**config.mk**
```make
export PLATFORM = sky130hd
export DESIGN_NAME = store_buffer
export DESIGN_NICKNAME = d
export VERILOG_FILES = /design/src/rtl/store_buffer_pkg.sv /design/src/rtl/store_buffer_forward_match.sv /design/src/rtl/store_buffer.sv
export SDC_FILE = /design/constraint.sdc
export NUM_CORES = 1
export LEC_CHECK = 0
export CORE_ASPECT_RATIO = 2
export CORE_UTILIZATION = 64
export DETAILED_ROUTE_END_ITERATION = 6
export PLACE_DENSITY = 0.93
export SLEW_MARGIN = 40
export SYNTH_ARGS = -nofsm -noshare
export SYNTH_HDL_FRONTEND = slang
export SYNTH_SLANG_ARGS = --single-unit
```
**constraint.sdc**
```tcl
create_clock -name clk -period 12.65 [get_ports clk]
set_input_delay 1.265 -clock clk [delete_from_list [all_inputs] [get_ports clk]]
set_output_delay 1.265 -clock clk [all_outputs]
set_load 0.01 [all_outputs]
```
**src/rtl/store_buffer_pkg.sv**
```systemverilog
// store_buffer_pkg: shared widths, default depth and the buffered-store entry record.
package store_buffer_pkg;
  localparam int ADDR_W = 32;
  localparam int DATA_W = 32;
  localparam int SB_DEPTH = 4;
  typedef struct packed {
    logic              valid;
    logic [ADDR_W-1:0] addr;
    logic [DATA_W-1:0] data;
  } sb_entry_t;
endpackage

```
**src/rtl/store_buffer_forward_match.sv**
```systemverilog
// sb_forward_match: finds the youngest valid entry matching a load address, searching backward from tail-1.
module sb_forward_match
  import store_buffer_pkg::*;
#(
  parameter int DEPTH = SB_DEPTH,
  parameter int PW = $clog2(DEPTH)
) (
  input  sb_entry_t         entries_i [DEPTH],
  input  logic [PW-1:0]     tail_i,
  input  logic [ADDR_W-1:0] addr_i,
  output logic              hit_o,
  output logic [DATA_W-1:0] data_o
);
  // Oldest slot is visited first so the youngest match (k=0, slot tail-1) wins.
  always_comb begin
    hit_o = 1'b0;
    data_o = '0;
    for (int k = DEPTH - 1; k >= 0; k--) begin
      if (entries_i[tail_i - PW'(k) - 1'b1].valid && entries_i[tail_i - PW'(k) - 1'b1].addr == addr_i) begin
        hit_o = 1'b1;
        data_o = entries_i[tail_i - PW'(k) - 1'b1].data;
      end
    end
  end
endmodule

```
**src/rtl/store_buffer.sv**
```systemverilog
// store_buffer: circular FIFO of pending stores that drains to memory when loads leave the port idle,
// forwarding buffered data to loads.
module store_buffer
  import store_buffer_pkg::*;
#(
  parameter int DEPTH = SB_DEPTH
) (
  input  logic              clk,
  input  logic              rst,
  input  logic              cpu_we,
  input  logic              cpu_re,
  input  logic [ADDR_W-1:0] cpu_addr,
  input  logic [DATA_W-1:0] cpu_wd,
  output logic [DATA_W-1:0] cpu_rd,
  output logic              stall,
  output logic              empty,
  output logic              mem_we,
  output logic [ADDR_W-1:0] mem_a,
  output logic [DATA_W-1:0] mem_wd,
  input  logic [DATA_W-1:0] mem_rd
);
  localparam int PW = $clog2(DEPTH);
  localparam logic [PW:0] FULL = (PW + 1)'(DEPTH);
  sb_entry_t ent_q [DEPTH];
  logic [PW-1:0] head_q, head_d, tail_q, tail_d;
  logic [PW:0] count_q, count_d;
  logic full, enq, drain, hit;
  logic [DATA_W-1:0] fwd_data;
  assign full = count_q == FULL;
  assign enq = cpu_we & ~full;
  // Loads own the memory port; draining only happens on load-free cycles.
  assign drain = ~rst & ~cpu_re & (count_q != '0);
  always_comb begin
    head_d = drain ? head_q + 1'b1 : head_q;
    tail_d = enq ? tail_q + 1'b1 : tail_q;
    count_d = count_q + (PW + 1)'(enq) - (PW + 1)'(drain);
  end
  always_ff @(posedge clk) begin
    if (rst) begin
      head_q <= '0;
      tail_q <= '0;
      count_q <= '0;
      for (int i = 0; i < DEPTH; i++) ent_q[i].valid <= 1'b0;
    end else begin
      if (drain) ent_q[head_q].valid <= 1'b0;
      if (enq) ent_q[tail_q] <= '{valid: 1'b1, addr: cpu_addr, data: cpu_wd};
      head_q <= head_d;
      tail_q <= tail_d;
      count_q <= count_d;
    end
  end
  sb_forward_match #(.DEPTH(DEPTH)) u_fwd (
    .entries_i(ent_q),
    .tail_i   (tail_q),
    .addr_i   (cpu_addr),
    .hit_o    (hit),
    .data_o   (fwd_data)
  );
  assign cpu_rd = (hit & ~rst) ? fwd_data : mem_rd;
  assign stall = cpu_we & full & ~rst;
  assign empty = rst | (count_q == '0);
  assign mem_we = drain;
  assign mem_a = cpu_re ? cpu_addr : ent_q[head_q].addr;
  assign mem_wd = ent_q[head_q].data;
endmodule
```
======== Yosys cells after proc, flatten, opt, wreduce, memory -nomap -nowiden ========
Cells that the tools add are included.
cells by class
  bitwise gates (word level) .............. 16
  magnitude comparators ................... 8
  equality and inequality tests ........... 5
  reduce and logical (&&, ||, !) cells .... 8
  muxes and demuxes ....................... 34
  $add $sub $neg .......................... 10
operator list
  operator                                                     number
  2-to-1 mux 260 bit                                           3
  binary-select mux 65 bit (select 2 bit)                      5
  2-to-1 mux 65 bit                                            10
  bitwise mux 260 bit                                          2
  demux 65 bit (select 2 bit)                                  2
  2-to-1 mux 32 bit                                            6
  equality test 32 bit                                         4
  2-to-1 mux 64 bit                                            2
  >= comparator 3 bit (second input constant)                  6
  inverter 2 -> 3 bit                                          6
  subtractor 2 x 1 -> 2 bit (second input constant)            4
  AND 1 bit                                                    6
  logical AND 1 bit                                            6
  less-than comparator 3 x 1 -> 1 bit (second input constant)  2
  adder 2 x 1 -> 2 bit (second input constant)                 2
  2-to-1 mux 1 bit                                             4
  subtractor 2 bit (second input constant)                     2
  adder 3 x 1 -> 3 bit                                         1
  equality test 3 bit (second input constant)                  1
  logical NOT 3 bit                                            1
  inverter 1 bit                                               3
  nonzero test 3 bit                                           1
  subtractor 3 x 1 -> 3 bit                                    1
  OR 1 bit                                                     1
word-level totals
  logic and storage cells ................. 96
  output and inout port bits .............. 99
  bits in registers ....................... 267

======== Depth between registers and ports, before layout ========
  depth after elaboration ................. 14
  gate-level depth with buffers ........... 20
  gate-level depth less buffers ........... 11

======== Modules after synthesis ========
A second synthesis with hierarchy kept.
second synthesis, totals
  cells, all modules ...................... 1861
  area, all modules ....................... 22180.0 um^2
modules (own cells, without submodules)
  module            times used  cells each  area an instance (um^2)
  store_buffer      1           773         12602.1
  sb_forward_match  1           1088        9577.9

======== Worst setup path before layout ========
Ideal clock, no wire load.
  path kind ............................... flip-flop to output port
  from .................................... reg tail_q[0]
  to ...................................... out cpu_rd[10]
  data arrival time ....................... 4.253 ns
  path buffers ............................ 9
  setup slack ............................. 7.132 ns
  stages on the path, launching flop included .. 18
  cell sequence ........................... dfxtp_1 -> buf_6 -> buf_4 -> buf_2 -> inv_1 -> ha_1 -> buf_4 -> buf_2 -> buf_4 -> buf_2 -> buf_1 -> mux4_2 -> xor2_1 -> nor4_1 -> nand4_2 -> a41oi_4 -> buf_12 -> mux2i_1
between the ends
  longest elaborated chain between the ends .. 14
  elaborated cells on any way between the ends .. 40
  classes of those cells .................. add/sub (6); eq/ne (4); mux (21); bitwise (5); reduce/logical (4)
RTL lines
  element                                                RTL line                                                            text
  from (decl)                                            store_buffer.sv:25                                                  logic [PW-1:0] head_q, head_d, tail_q, tail_d;
  from (signal assigned)                                 store_buffer.sv:48                                                  tail_q <= tail_d;
  subtractor 2 bit                                       store_buffer_forward_match.sv:19, store_buffer_forward_match.sv:21
  subtractor 2 x 1 -> 2 bit                              store_buffer_forward_match.sv:19, store_buffer_forward_match.sv:21
  inverter 2 -> 3 bit (implied by the code)              store_buffer_forward_match.sv:19, store_buffer_forward_match.sv:21
  binary-select mux 65 bit (select 2 bit)                store_buffer_forward_match.sv:19, store_buffer_forward_match.sv:21
  2-to-1 mux 65 bit (implied by the code) (2 in series)  store_buffer_forward_match.sv:19                                    if (entries_i[tail_i - PW'(k) - 1'b1].valid && entries_i[tail_i - PW'(k) - 1'b1].addr == addr_i) begin
  equality test 32 bit                                   store_buffer_forward_match.sv:19
  logical AND 1 bit                                      store_buffer_forward_match.sv:19
  2-to-1 mux 1 bit (4 in series)                         store_buffer_forward_match.sv:19
  AND 1 bit                                              store_buffer.sv:59                                                  assign cpu_rd = (hit & ~rst) ? fwd_data : mem_rd;
  2-to-1 mux 32 bit *                                    store_buffer.sv:59
  to (decl)                                              store_buffer.sv:14                                                  output logic [DATA_W-1:0] cpu_rd,
Every way passes the cells marked *; elsewhere a longest branch is shown, timed or not. The select of a mux whose other input is x is not followed.

======== Final worst setup path ========
  from .................................... reg tail_q[0]
  to ...................................... out cpu_rd[24]
Same word-level chain as after synthesis.

==> key figures <==
Outcome
  – Status: complete, no violations

CTS
  – Cts bufs inserted: 24
  – Resized cells post-CTS: 0
  – Later-pin clock latency in the skew report: 0.56 ns
  – Hold-fix buffers at CTS: 0
  – Clk pin slew, worst setup/hold paths: 0.07 ns
  – Clock sink count: 267
  – TritonCTS clock tree: built
  – H-tree depth: 1
  – Clock root cell: clkbuf_16
  – Setup Fix Bufs, Post-CTS: 0
  – CTS Buffer Depth: 3

Critical path
  – Worst setup path class: reg2out
  – Max Fanout on Critical Path: 84
  – Crit path launch type: flop
  – Worst EP arrival: 7.59 ns
  – Setup crit end kind: primary output
  – Worst path required time: 11.39 ns

Floorplan
  – FP Rows: 95
  – Initial Util: 65.0%
  – Die Span Y: 263 um
  – Core ar.: 0.0335 mm^2
  – DIE WIDTH: 132 um
  – Die ar.: 0.0348 mm^2
  – # IOs: 199

STA
  – Count of final hold-check violations: 0
  – Sum of negative setup slack: 0 ns
  – Final Setup Violations: 0
  – Slew Viols, Final: 0
  – Final min period: 8.85 ns
  – Worst-Margin Slew: 0.905 ns
  – Worst relative slew slack: 38.0%
  – Unrepaired setup endpoints after global routing: false
  – Final clock skew: 0.0242 ns
  – Fmax: 0.113 GHz
  – Worst setup margin: 3.80 ns
  – Crit share post-route: 70.0%

Synthesis
  – Unique masters post-synth: 62
  – Cells after Synth: 1802
  – Area leader, netlist: edfxtp_1
  – Sequential cell area fraction in the yosys report: 36.3%
  – Syn Std Cell Area: 0.0218 mm^2
  – Main synth FF type: edfxtp_1
  – Share of synthesized registers carrying an async set or reset: 0%
  – Yosys warnings: 0
  – Largest cells by area after synthesis: edfxtp_1 (35%), mux4_2 (20%), mux2i_1 (8.1%), and2_1 (7.4%), xnor2_1 (3.9%)
  – EDFF count, synth: 256
  – Yosys top cell area share: 35.3%
  – #FFs+latches synth: 267
  – Syn_area_per_cell: 12.1 um^2
  – Syn Nets: 1913

Power
  – LEAKAGE: 8.06 nW
  – Clk pwr share: 19.7%
  – Sequential power share: 31.6%
  – PD cells: 145 mW/mm^2
  – Switching pwr: 0.00136 W
  – Internal Pwr Total: 0.00221 W
  – Combinational share of power: 48.7%
  – Sw frac: 38.1%
  – Peak VDD IR: 0.130 mV

Global routing
  – Gr busiest metal: met2
  – Met3 Use GR: 7.29%
  – Vias in the first global route: 16900
  – First-pass GRT wire length: 105000 um
  – Initial antenna violation count: 0
  – Overall Global Routing Usage: 40.8%
  – Global route overflow: 0
  – Met1 GRT Util: 43.2%
  – M2 GR Usage: 67.8%
  – Largest net degree at the start of global routing: 121

Drt
  – DRC viols: 0
  – Vias per cell: 7.17
  – Number of DRC markers in iteration 0: 1646
  – Routed WL: 70500 um
  – DR WL/cell: 30.3 um
  – Total number of vias: 16700
  – First drt pass iteration count: 5
  – ANT nets after route: 0

Finish
  – N_diodes: 0
  – Ratio of cells with drive above 1 in the final layout: 21.6%
  – Synth-to-Final Area Change: 12.6%
  – Layout net count: 1986
  – # fillers: 2193

Placed design
  – Port Buf Inserts: 198
  – Final GP Congestion: 1.13
  – Post-DP HPWL: 46900 um
  – Pre-CTS WS: 4.72 ns

Job
  – Max Cap Viol: 0

Worst hold path
  – Worst min-delay path class: reg2reg
cells in the final DEF (no fill, tap or decap), types with 4 or more instances in the layout:
cell type and count:
and2_1 259, a2111oi_0 4, or2_0 7, o2bb2ai_1 9
nand2_1 67, o21ai_0 9, clkbuf_16 25, ha_1 9
buf_4 21, a21oi_1 16, a31oi_1 36, nor2_1 54
nor3_1 6, o2111ai_1 39, xnor2_1 94, clkdlybuf4s50_1 196
edfxtp_1 256, nand4_1 16, o22ai_1 7, nor2b_4 4
mux4_2 191, a22oi_1 4, xor2_1 27, dfxtp_1 7
nand3_1 10, and3_2 4, mux2i_1 176, inv_1 77
or2_2 28, a211oi_1 7, mux2_2 69, clkinvlp_4 4
nor4_1 10, a211oi_2 30, o311ai_0 30, buf_6 7
a221oi_1 6, clkinv_1 7
registers in the layout, summed over array words and instances, names as in the netlist:
name and flops:
count_q 3, ent_q 260, head_q 2, tail_q 2
routing by layer:
layer	vias to the layer above	wire (um)	part of all wire [%]
li1	7028	-	-
met1	8300	21800	31
met2	1037	35100	50
met3	335	5730	8.1
met4	0	7870	11
met5	-	0	0
logic make-up (layout without fill, tap and decap cells):
| logic type | Yosys count | count (layout) | share of synthesized area (%) |
|---|---|---|---|
| buffers and inverters | 261 | 351 | 5.65 |
| AO/OA/AOI/OAI | 222 | 222 | 8.46 |
| adder cells (fa/ha/maj) | 11 | 11 | 0.666 |
| AND/OR/NAND/NOR | 480 | 480 | 12.5 |
| flip-flops | 267 | 267 | 36.3 |
| multiplexers | 438 | 438 | 31.5 |
| XOR/XNOR | 123 | 123 | 4.95 |
cells in the mapped netlist (all sizes together) (36+ instances only):
library cell and number:
xnor2 96, a31oi 36, nand2 67, and2 259, o2111ai 39, nor2 54
mux2 70, buf 73, edfxtp 256, a211oi 37, mux4 191, inv 78
mux2i 177, clkbuf 110
power by group through the flow:
stage | Combinational, W | Sequential, W | Clock [W]
after global routing | 0.00181 | 0.00113 | 0.000732
after detailed placement | 0.00168 | 0.00114 | 0
after global placement | 0.00165 | 0.00114 | 0
final | 0.00174 | 0.00113 | 0.000700
after CTS | 0.00169 | 0.00112 | 0.000702
after floorplan | 0.00120 | 0.00109 | 0
metrics by stage:
stage	util, %	hold slack, ns	cells	total power [W]	area [um^2]
final	73.2	0.594	2328	0.00356	24500
after global routing	73.2	0.644	2328	0.00367	24500
after CTS	73.0	0.582	2327	0.00352	24500
after detailed placement	70.8	0.568	2284	0.00282	23700
after global placement	70.6	0.559	2281	0.00278	23700
after floorplan	-	0.501	1802	0.00229	21800
final cells by class:
type | instances | area [um^2] | area share [%]
Clock buffer | 28 | 637 | 2.60
Sequential cell | 267 | 7920 | 32.3
Tap cell | 436 | 546 | 2.22
Clock inverter | 15 | 87.6 | 0.357
Inverter | 78 | 294 | 1.20
Timing Repair Buffer | 230 | 2300 | 9.38
Multi-Input combinational cell | 1274 | 12800 | 52.0
worst paths after layout:
path / start / end / slack (ns) / cells after the start
worst max-delay path: tail_q[0] / cpu_rd[24] / 3.80 / 15
worst min-delay path: ent_q[129] / ent_q[129] / 0.59 / 2
worst max register to register: tail_q[0] / ent_q[130] / 8.93 / 7
worst min register to register: ent_q[129] / ent_q[129] / 0.59 / 2
worst max-delay path, cell delays in order (launching register included):
cell	delay, ns
dfxtp_4	0.71
buf_12	0.34
buf_16	0.42
buf_4	0.70
mux2i_1	0.66
o22ai_1	0.19
a211o_1	0.33
or4_1	0.79
nor4_4	0.35
buf_4	0.45
and2_1	0.22
buf_4	0.38
o311ai_0	0.20
a31oi_1	0.49
mux2i_1	0.14
clkdlybuf4s50_1	0.50
No activity file was read; power rests on OpenSTA's default activity.
